`src/rtl/ip_pkg.sv`:
```
// Shared IPv4 receive/transmit definitions: header constants and the receive FSM state type.
package ip_pkg;

    localparam int unsigned IP_HDR_LEN = 20;
    localparam int unsigned CSUM_ACC_W = 20;

    localparam logic [7:0]  IPV4_VER_IHL  = 8'h45;
    localparam logic [7:0]  IP_PROTO_UDP  = 8'd17;
    localparam logic [7:0]  IP_PROTO_ICMP = 8'd1;
    localparam logic [31:0] IP_BCAST     = 32'hFFFF_FFFF;
    localparam logic [15:0] IP_CSUM_GOOD = 16'hFFFF;

    typedef enum logic [1:0] {
        IDLE,
        HEADER,
        PAYLOAD,
        DROP
    } ip_state_t;

endpackage

```
`src/rtl/ip_csum_check.sv`:
```
// Byte-serial IPv4 one's-complement checksum accumulator; even bytes are the high half of each word.
module ip_csum_check
    import ip_pkg::*;
(
    input  logic        i_clk,
    input  logic        i_rst,
    input  logic        i_clr,
    input  logic        i_en,
    input  logic [7:0]  i_data,
    output logic [15:0] o_sum_c,
    output logic        o_ok_c
);

    logic [CSUM_ACC_W-1:0] r_acc;
    logic                  r_odd;
    logic [16:0]           w_fold1;

    always_ff @(posedge i_clk) begin
        if (i_rst || i_clr) begin
            r_acc <= '0;
            r_odd <= 1'b0;
        end else if (i_en) begin
            r_acc <= r_acc + (r_odd ? CSUM_ACC_W'(i_data) : CSUM_ACC_W'({i_data, 8'h00}));
            r_odd <= ~r_odd;
        end
    end

    // Two folds: the first can leave a single carry, the second absorbs it.
    assign w_fold1 = 17'(r_acc[15:0]) + 17'(r_acc[CSUM_ACC_W-1:16]);
    assign o_sum_c = w_fold1[15:0] + 16'(w_fold1[16]);
    assign o_ok_c  = (o_sum_c == IP_CSUM_GOOD);

endmodule

```
`src/rtl/ip_rx.sv`:
```
// IPv4 receive stage: checks and strips the 20-byte header, forwards the payload two cycles behind the MAC.
module ip_rx
    import ip_pkg::*;
#(
    parameter logic [31:0] P_LOCAL_IP   = 32'hC0A8_0102,
    parameter logic [31:0] P_TARGET_IP  = 32'hC0A8_0103,
    parameter logic        P_SRC_FILTER = 1'b0
) (
    input  logic        i_clk,
    input  logic        i_rst,
    input  logic [31:0] i_local_ip,
    input  logic        i_local_ip_valid,
    input  logic [31:0] i_target_ip,
    input  logic        i_target_ip_valid,
    input  logic [7:0]  i_mac_data,
    input  logic        i_mac_last,
    input  logic        i_mac_valid,
    output logic [7:0]  o_ip_data,
    output logic [15:0] o_ip_len,
    output logic        o_ip_last,
    output logic        o_ip_valid,
    output logic [7:0]  o_ip_protocol,
    output logic [31:0] o_ip_src_ip,
    output logic        o_ip_err,
    output logic [15:0] o_drop_cnt
);

    logic [31:0] r_local_ip;
    logic [31:0] r_target_ip;
    logic [15:0] r_cnt;
    logic [7:0]  r_ver;
    logic [15:0] r_tot_len;
    logic [15:0] r_frag;
    logic [7:0]  r_proto;
    logic [31:0] r_src;
    logic [31:0] r_dst;
    logic [7:0]  r_s1_data;
    logic        r_s1_valid;
    logic        r_s1_last;
    logic [15:0] r_s1_idx;
    logic [15:0] r_last_idx;
    ip_state_t   r_state;

    logic [15:0] w_csum_sum;
    logic        w_csum_ok;
    logic        w_hdr_ok;
    logic        w_in_hdr;
    logic        w_hdr_end;
    logic        w_drop_inc;

    always_ff @(posedge i_clk) begin
        if (i_rst) begin
            r_local_ip  <= P_LOCAL_IP;
            r_target_ip <= P_TARGET_IP;
        end else begin
            if (i_local_ip_valid)  r_local_ip  <= i_local_ip;
            if (i_target_ip_valid) r_target_ip <= i_target_ip;
        end
    end

    // Header fields are captured straight off the MAC stream, one cycle ahead of the FSM.
    always_ff @(posedge i_clk) begin
        if (i_rst) begin
            r_cnt     <= '0;
            r_ver     <= '0;
            r_tot_len <= '0;
            r_frag    <= '0;
            r_proto   <= '0;
            r_src     <= '0;
            r_dst     <= '0;
        end else if (i_mac_valid) begin
            if (i_mac_last)              r_cnt <= '0;
            else if (r_cnt != 16'hFFFF)  r_cnt <= r_cnt + 16'd1;
            case (r_cnt)
                16'd0:  r_ver           <= i_mac_data;
                16'd2:  r_tot_len[15:8] <= i_mac_data;
                16'd3:  r_tot_len[7:0]  <= i_mac_data;
                16'd6:  r_frag[15:8]    <= i_mac_data;
                16'd7:  r_frag[7:0]     <= i_mac_data;
                16'd9:  r_proto         <= i_mac_data;
                16'd12, 16'd13, 16'd14, 16'd15: r_src <= {r_src[23:0], i_mac_data};
                16'd16, 16'd17, 16'd18, 16'd19: r_dst <= {r_dst[23:0], i_mac_data};
                default: ;
            endcase
        end
    end

    always_ff @(posedge i_clk) begin
        if (i_rst) begin
            r_s1_data  <= '0;
            r_s1_valid <= 1'b0;
            r_s1_last  <= 1'b0;
            r_s1_idx   <= '0;
        end else begin
            r_s1_valid <= i_mac_valid;
            if (i_mac_valid) begin
                r_s1_data <= i_mac_data;
                r_s1_last <= i_mac_last;
                r_s1_idx  <= r_cnt;
            end
        end
    end

    ip_csum_check u_csum (
        .i_clk  (i_clk),
        .i_rst  (i_rst),
        .i_clr  (i_mac_valid && i_mac_last),
        .i_en   (i_mac_valid && (r_cnt < 16'(IP_HDR_LEN))),
        .i_data (i_mac_data),
        .o_sum_c(w_csum_sum),
        .o_ok_c (w_csum_ok)
    );

    assign w_hdr_ok = (r_ver == IPV4_VER_IHL)
                   && (r_tot_len >= 16'(IP_HDR_LEN))
                   && ((r_frag & 16'h3FFF) == 16'h0000)
                   && ((r_proto == IP_PROTO_UDP) || (r_proto == IP_PROTO_ICMP))
                   && ((r_dst == r_local_ip) || (r_dst == IP_BCAST))
                   && (!P_SRC_FILTER || (r_src == r_target_ip))
                   && w_csum_ok && (w_csum_sum == IP_CSUM_GOOD);

    assign w_in_hdr   = r_s1_valid && ((r_state == IDLE) || (r_state == HEADER));
    assign w_hdr_end  = w_in_hdr && (r_s1_idx == 16'(IP_HDR_LEN - 1));
    // An accepted empty packet ending on its last header byte is complete, not a drop.
    assign w_drop_inc = w_in_hdr && (w_hdr_end
                        ? (!w_hdr_ok || (r_s1_last && (r_tot_len != 16'(IP_HDR_LEN))))
                        : r_s1_last);

    always_ff @(posedge i_clk) begin
        if (i_rst) begin
            r_state       <= IDLE;
            r_last_idx    <= '0;
            o_ip_data     <= '0;
            o_ip_len      <= '0;
            o_ip_last     <= 1'b0;
            o_ip_valid    <= 1'b0;
            o_ip_protocol <= '0;
            o_ip_src_ip   <= '0;
            o_ip_err      <= 1'b0;
            o_drop_cnt    <= '0;
        end else begin
            o_ip_valid <= 1'b0;
            o_ip_last  <= 1'b0;
            o_ip_err   <= 1'b0;
            if (w_drop_inc && (o_drop_cnt != 16'hFFFF)) o_drop_cnt <= o_drop_cnt + 16'd1;
            if (w_hdr_end && w_hdr_ok) begin
                o_ip_len      <= r_tot_len - 16'(IP_HDR_LEN);
                o_ip_protocol <= r_proto;
                o_ip_src_ip   <= r_src;
                r_last_idx    <= r_tot_len - 16'd1;
            end
            if (r_s1_valid) begin
                case (r_state)
                    IDLE, HEADER: begin
                        if (r_s1_last)
                            r_state <= IDLE;
                        else if (w_hdr_end)
                            r_state <= (w_hdr_ok && (r_tot_len != 16'(IP_HDR_LEN))) ? PAYLOAD : DROP;
                        else
                            r_state <= HEADER;
                    end
                    PAYLOAD: begin
                        o_ip_valid <= 1'b1;
                        o_ip_data  <= r_s1_data;
                        o_ip_last  <= r_s1_last || (r_s1_idx == r_last_idx);
                        o_ip_err   <= r_s1_last && (r_s1_idx != r_last_idx);
                        if (r_s1_last)                    r_state <= IDLE;
                        else if (r_s1_idx == r_last_idx)  r_state <= DROP;
                    end
                    DROP: begin
                        if (r_s1_last) r_state <= IDLE;
                    end
                    default: r_state <= IDLE;
                endcase
            end
        end
    end

endmodule

```
`config.mk`:
```
export PLATFORM = sky130hd
export DESIGN_NAME = ip_rx
export DESIGN_NICKNAME = d
export VERILOG_FILES = /design/src/rtl/ip_pkg.sv /design/src/rtl/ip_csum_check.sv /design/src/rtl/ip_rx.sv
export SDC_FILE = /design/constraint.sdc
export NUM_CORES = 1
export LEC_CHECK = 0
export CORE_UTILIZATION = 44
export DETAILED_ROUTE_END_ITERATION = 7
export PLACE_DENSITY_LB_ADDON = 0.2
export SYNTH_ARGS = -nofsm -noshare
export SYNTH_HDL_FRONTEND = slang
export SYNTH_SLANG_ARGS = --single-unit
```
`constraint.sdc`:
```
create_clock -name i_clk -period 5.13 [get_ports i_clk]
set_input_delay 1.539 -clock i_clk [delete_from_list [all_inputs] [get_ports i_clk]]
set_output_delay 1.539 -clock i_clk [all_outputs]
set_load 0.01 [all_outputs]
```
Word-level counts from Yosys, hierarchy flattened
Cells that the tools add are included.
{"block": "totals", "regBits": 306, "output_inout_bits": 83, "elab_cells": 123}
{"block": "op_classes", "n_addsub": 7, "magnitude_cmp": 2, "eq_ne": 30, "muxes": 12, "bitwise": 3, "n_reduce_logical": 43}
{"op": "$eq A16 B4 Y1 const B", "count": 5}
{"op": "$eq A16 B5 Y1 const B", "count": 5}
{"op": "$mux W16", "count": 3}
{"op": "$add A16 B1 Y16 const B", "count": 2}
{"op": "$eq A16 B2 Y1 const B", "count": 2}
{"op": "$eq A16 B3 Y1 const B", "count": 2}
{"op": "$eq A32 B32 Y1", "count": 1}
{"op": "$eq A32 B32 Y1 const B", "count": 1}
{"op": "$logic_not A16 Y1", "count": 2}
{"op": "$ne A16 B16 Y1 const B", "count": 2}
{"op": "$add A20 B20 Y20", "count": 1}
{"op": "$reduce_and A2 Y1", "count": 10}
{"op": "$add A16 B4 Y17", "count": 1}
{"op": "$add A16 B1 Y16", "count": 1}
{"op": "$eq A16 B16 Y1", "count": 1}
{"op": "$eq A16 B16 Y1 const B", "count": 1}
{"op": "$ge A16 B5 Y1 const B", "count": 1}
{"op": "$logic_and A1 B1 Y1", "count": 16}
{"op": "$lt A16 B5 Y1 const B", "count": 1}
{"op": "$ne A16 B16 Y1", "count": 1}
{"op": "$ne A16 B5 Y1 const B", "count": 1}
{"op": "$sub A16 B1 Y16 const B", "count": 1}
{"op": "$sub A16 B5 Y16 const B", "count": 1}
{"op": "$mux W2", "count": 5}
{"op": "other kinds (18)", "count": 30}

Logic depth before layout (Yosys ltp)
{"block": "depth", "depth_word": 12, "depth_mapped": 18, "mapped_depth_nobuf": 16}

Hierarchy
A second synthesis with hierarchy kept.
{"block": "hier_totals", "cells_unflattened": 1664, "area_unflattened_um2": 14264.9}
{"module": "ip_rx", "n_inst": 1, "cells_each": 1340, "area_each_um2": 11792.6, "seq_area_each_um2": 5705.5}
{"module": "ip_csum_check", "n_inst": 1, "cells_each": 324, "area_each_um2": 2472.4, "seq_area_each_um2": 420.4}

Worst setup path before layout
OpenSTA, ideal clock, no wires.
{"block": "synth_timing", "path_type": "input to register", "from": "input port i_mac_data[0]", "to": "register u_csum.r_acc[16]", "setup_ns": 0.072, "t_arrival_ns": 3.837, "required_time_ns": 5.058, "slack_ns": 1.221, "stages": 14, "path_buffers": 1, "path_cell_list": "clkbuf_1 > and2_1 > ha_1 > inv_1 > fa_1 > nor2b_1 > o21ai_0 > a21oi_1 > o21ai_0 > a21boi_0 > o2111ai_1 > nand3_1 > o311ai_0 > mux2i_1"}
{"block": "synth_between", "elab_chain_len": 2}
{"element": "from (decl)", "line": "ip_rx.sv:15", "text": "input logic [7:0] i_mac_data,"}
{"element": "$mux W16", "line": "ip_csum_check.sv:23", "text": "r_acc <= r_acc + (r_odd ? CSUM_ACC_W'(i_data) : CSUM_ACC_W'({i_data, 8'h00}));"}
{"element": "$add A20 B20 Y20", "line": "ip_csum_check.sv:23"}
{"element": "to (signal assigned)", "line": "ip_csum_check.sv:23"}
{"element": "to (decl)", "line": "ip_csum_check.sv:14", "text": "logic [CSUM_ACC_W-1:0] r_acc;"}
No other way between the ends.
A chain may end at the register's enable or synchronous reset.

Worst setup path after layout
{"block": "layout_timing", "from": "register u_csum.r_acc[16]", "to": "register o_drop_cnt[15]"}
{"block": "layout_between", "elab_chain_len": 10}
{"element": "$add A16 B4 Y17 *", "line": "ip_csum_check.sv:29", "text": "assign w_fold1 = 17'(r_acc[15:0]) + 17'(r_acc[CSUM_ACC_W-1:16]);"}
{"element": "$add A16 B1 Y16 *", "line": "ip_csum_check.sv:30", "text": "assign o_sum_c = w_fold1[15:0] + 16'(w_fold1[16]);"}
{"element": "$eq A16 B16 Y1 *", "line": "ip_csum_check.sv:31, ip_rx.sv:120"}
{"element": "$logic_and A1 B1 Y1", "line": "ip_rx.sv:120", "text": "&& w_csum_ok && (w_csum_sum == IP_CSUM_GOOD);"}
{"element": "$logic_and A1 B1 Y1 *", "line": "ip_rx.sv:120"}
{"element": "$logic_not A1 Y1 *", "line": "ip_rx.sv:126", "text": "? (!w_hdr_ok || (r_s1_last && (r_tot_len != 16'(IP_HDR_LEN))))"}
{"element": "$logic_or A1 B1 Y1 *", "line": "ip_rx.sv:126"}
{"element": "$mux W1 *", "line": "ip_rx.sv:126"}
{"element": "$logic_and A1 B1 Y1 *", "line": "ip_rx.sv:125", "text": "assign w_drop_inc = w_in_hdr && (w_hdr_end"}
{"element": "$logic_and A1 B1 Y1 *", "line": "ip_rx.sv:145", "text": "if (w_drop_inc && (o_drop_cnt != 16'hFFFF)) o_drop_cnt <= o_drop_cnt + 16'd1;"}
{"element": "to (signal assigned)", "line": "ip_rx.sv:145"}
{"element": "to (decl)", "line": "ip_rx.sv:25", "text": "output logic [15:0] o_drop_cnt"}
Every way passes the cells marked *; elsewhere a longest branch is shown, timed or not.

==> results.cfg <==
[clock_tree]
cts_tree = yes
clkSinkCount = 306
clkSlewWorstSetupHoldPaths_ns = 0.06
postCtsSetupBuffers = 0
cts_resized = 0
clk_path_buf_depth = 3
ctsHoldBuffers = 0
cts_buffers = 35
cts.htree.levels = 2
clk_latency_ns = 0.52
cts_root_buffer = clkbuf_16

[setup_path]
cp.arrival_ns = 4.73
cp-start-kind = register
r2r_slack_ns = 0.80
path_max_fanout = 25
end_kind = register
crit_type = register to register
worstPathRequired_ns = 5.53

[die]
start_util_pct = 45.2
ioPinCount = 161
die_area_um2 = 31500
die_w_um = 177
num_rows = 63
die_h_um = 177
fp.coreArea_um2 = 30000

[yosys]
seq_area_frac_synth_pct = 45.3
synth_area_um2 = 13500
synthTopCellsByCount = 374 x nand2_1, 306 x dfxtp_1, 197 x a21oi_1
synth.distinct_cells = 59
synth-main-ff-cell = dfxtp_1
syn_inst = 1630
synth_edf_count = 0
syn_nets = 1741
synth_area_leaders = dfxtp_1 45%, nand2_1 10%, a21oi_1 7.3%, mux2i_1 5.5%, xor2_1 3.8%
synth_top_area_share_pct = 45.3
async_reset_ff_share_pct = 0
yosysMostFrequentCell = nand2_1
synth.avg_cell_area_um2 = 8.30
synth.largest_area_cell = dfxtp_1
synth_warnings = 0
ys_seq_elements = 306

[sta]
maxSlewViolCount = 0
hold_viol_final = 0
grt_setup_unrepaired = false
fin_crit_ns = 4.33
worst_slew_pin_slew_ns = 1.20
setup_tns_ns = 0
skew_ns = 0.0219
fmax_mhz = 231
setup_viol = 0
slew_headroom_pct = 20.2
fin_crit_sh_pct = 84.5

[detailed_routing]
drt_iter0_markers = 690
ant_nets = 0
wirelength_um = 34100
viasPerCell = 5.28
dr.pass1.iters = 8
route.detailed.drc = 0
vias = 11300
routedWlPerCell_um = 16.0

[grt]
grtUsageMet2_pct = 36.2
grtUsageTotal_pct = 21.7
grt_use_met1_pct = 28.9
grt_pass1_vias = 10500
grt_pass1_wl_um = 54900
met3_usage_pct = 3.45
top_usage_layer = met2
overflow = 0
grt_start_max_net_pins = 102
antenna_found_initial = 0

[pwr]
vdd_drop_max_mv = 0.186
leakage_nw = 6.25
p_per_area_nw_per_um2 = 328
totalPowerFinal_mw = 5.34

[place]
place_hpwl_um = 23000
io_buffers = 127
gp_congestion = 0.913

[worst_hold_path]
hp-class = register to register

[layout]
diodes = 0
area_growth_pct = 20.4
final_net_count = 1831
drive_above_1_share_pct = 5.56

[job]
maxCapViolations = 0

[outcome]
status = finished clean
report_power, final:
group | internal (mW) | switching (mW) | total [mW]
clock | 1.62 | 0.986 | 2.60
combinational | 0.122 | 0.167 | 0.289
sequential | 2.41 | 0.0333 | 2.44
stage by stage:
step	area [um2]	cells	worst slack (ns)	util [%]	hold slack [ns]
floorplan	13500	1630	1.22	-	0.427
detailed placement	15100	2073	0.475	50.4	0.445
CTS	16300	2134	0.750	54.4	0.453
global placement	15100	2073	0.423	50.4	0.434
global route	16300	2134	0.480	54.4	0.468
finish	16300	2134	0.796	54.4	0.450
kinds of logic (layout without fill, tap and decap cells):
| group | after synthesis | in the layout | synth area share, % |
|---|---|---|---|
| DFF | 306 | 306 | 45.3 |
| xor gates and xnor gates | 98 | 98 | 6.34 |
| muxes | 77 | 77 | 5.72 |
| adders and majority gates | 33 | 33 | 3.16 |
| and+or+nand+nor | 721 | 721 | 24.4 |
| AOI/OAI and AO/OA | 275 | 275 | 11.5 |
| buffers and inverters | 120 | 234 | 3.52 |
final timing paths:
check | to | startpoint | cells after the start
setup reg to reg | o_drop_cnt[15]$_SDFFE_PP0P_ | u_csum.r_acc[16]$_SDFFE_PP0P_ | 17
hold / removal | o_ip_src_ip[5]$_SDFFE_PP0P_ | o_ip_src_ip[5]$_SDFFE_PP0P_ | 2
setup / recovery | o_drop_cnt[15]$_SDFFE_PP0P_ | u_csum.r_acc[16]$_SDFFE_PP0P_ | 17
hold reg to reg | o_ip_src_ip[5]$_SDFFE_PP0P_ | o_ip_src_ip[5]$_SDFFE_PP0P_ | 2
registers in the layout, summed over array words and instances (netlist names), 14 cells and up:
signal,cells
o_drop_cnt,16
r_last_idx,16
r_src,32
u_csum.r_acc,20
r_dst,32
r_local_ip,32
o_ip_len,16
r_frag,14
r_cnt,16
r_s1_idx,16
r_tot_len,16
o_ip_src_ip,32
layout by cell type, fill, tap and decap left out, drive strengths merged, types with 4 or more instances in the layout:
| cell type | netlist | layout |
|---|---|---|
| nand2 | 374 | 374 |
| dfxtp | 306 | 306 |
| a21oi | 197 | 197 |
| nor2 | 130 | 130 |
| clkdlybuf4s50 | 0 | 124 |
| mux2i | 75 | 75 |
| xor2 | 59 | 59 |
| clkbuf | 74 | 49 |
| xnor2 | 39 | 39 |
| ha | 31 | 31 |
| nand3 | 29 | 29 |
| nor4 | 29 | 29 |
| inv | 25 | 27 |
| nor2b | 25 | 25 |
| nand4 | 24 | 24 |
| buf | 21 | 23 |
| o21ai | 23 | 23 |
| and2 | 19 | 19 |
| nor3 | 18 | 18 |
| nand2b | 12 | 12 |
| or3 | 12 | 12 |
| or4 | 11 | 11 |
| and3 | 10 | 10 |
| a21o | 9 | 9 |
| o31ai | 9 | 9 |
| nand3b | 8 | 8 |
| nor4b | 8 | 8 |
| a211o | 8 | 8 |
| a211oi | 7 | 7 |
| bufinv | 0 | 5 |
| clkinv | 0 | 5 |
| a31oi | 4 | 4 |
| o21a | 4 | 4 |
layer usage:
layer	up-vias	wire, um
li1	5705	-
met3	47	1670
met2	232	16000
met4	0	609
met1	5284	15800
met5	-	0
critical path, cell delays in order, from the launching register on:
cell and delay [ns]:
dfxtp_1 0.40, ha_1 0.20, inv_1 0.06, fa_1 0.39, nand2b_1 0.16, o2bb2ai_1 0.23, nor3_1 0.27, ha_1 0.21
ha_1 0.19, xnor2_1 0.10, nor4_1 0.45, nand4_1 0.14, and4b_4 0.39, a211oi_2 0.08, nor3_2 0.26, buf_4 0.30
nor4_2 0.08, mux2_1 0.32
layout make-up:
type,count,area [um2]
Fill cell,2765,13700
Inverter,25,93.8
Clock buffer,48,996
Tap cell,390,488
Clock inverter,13,211
Sequential cell,306,6130
Multi-Input combinational cell,1204,6940
Timing Repair Buffer,148,1440
(Power assumes the default switching activity.)
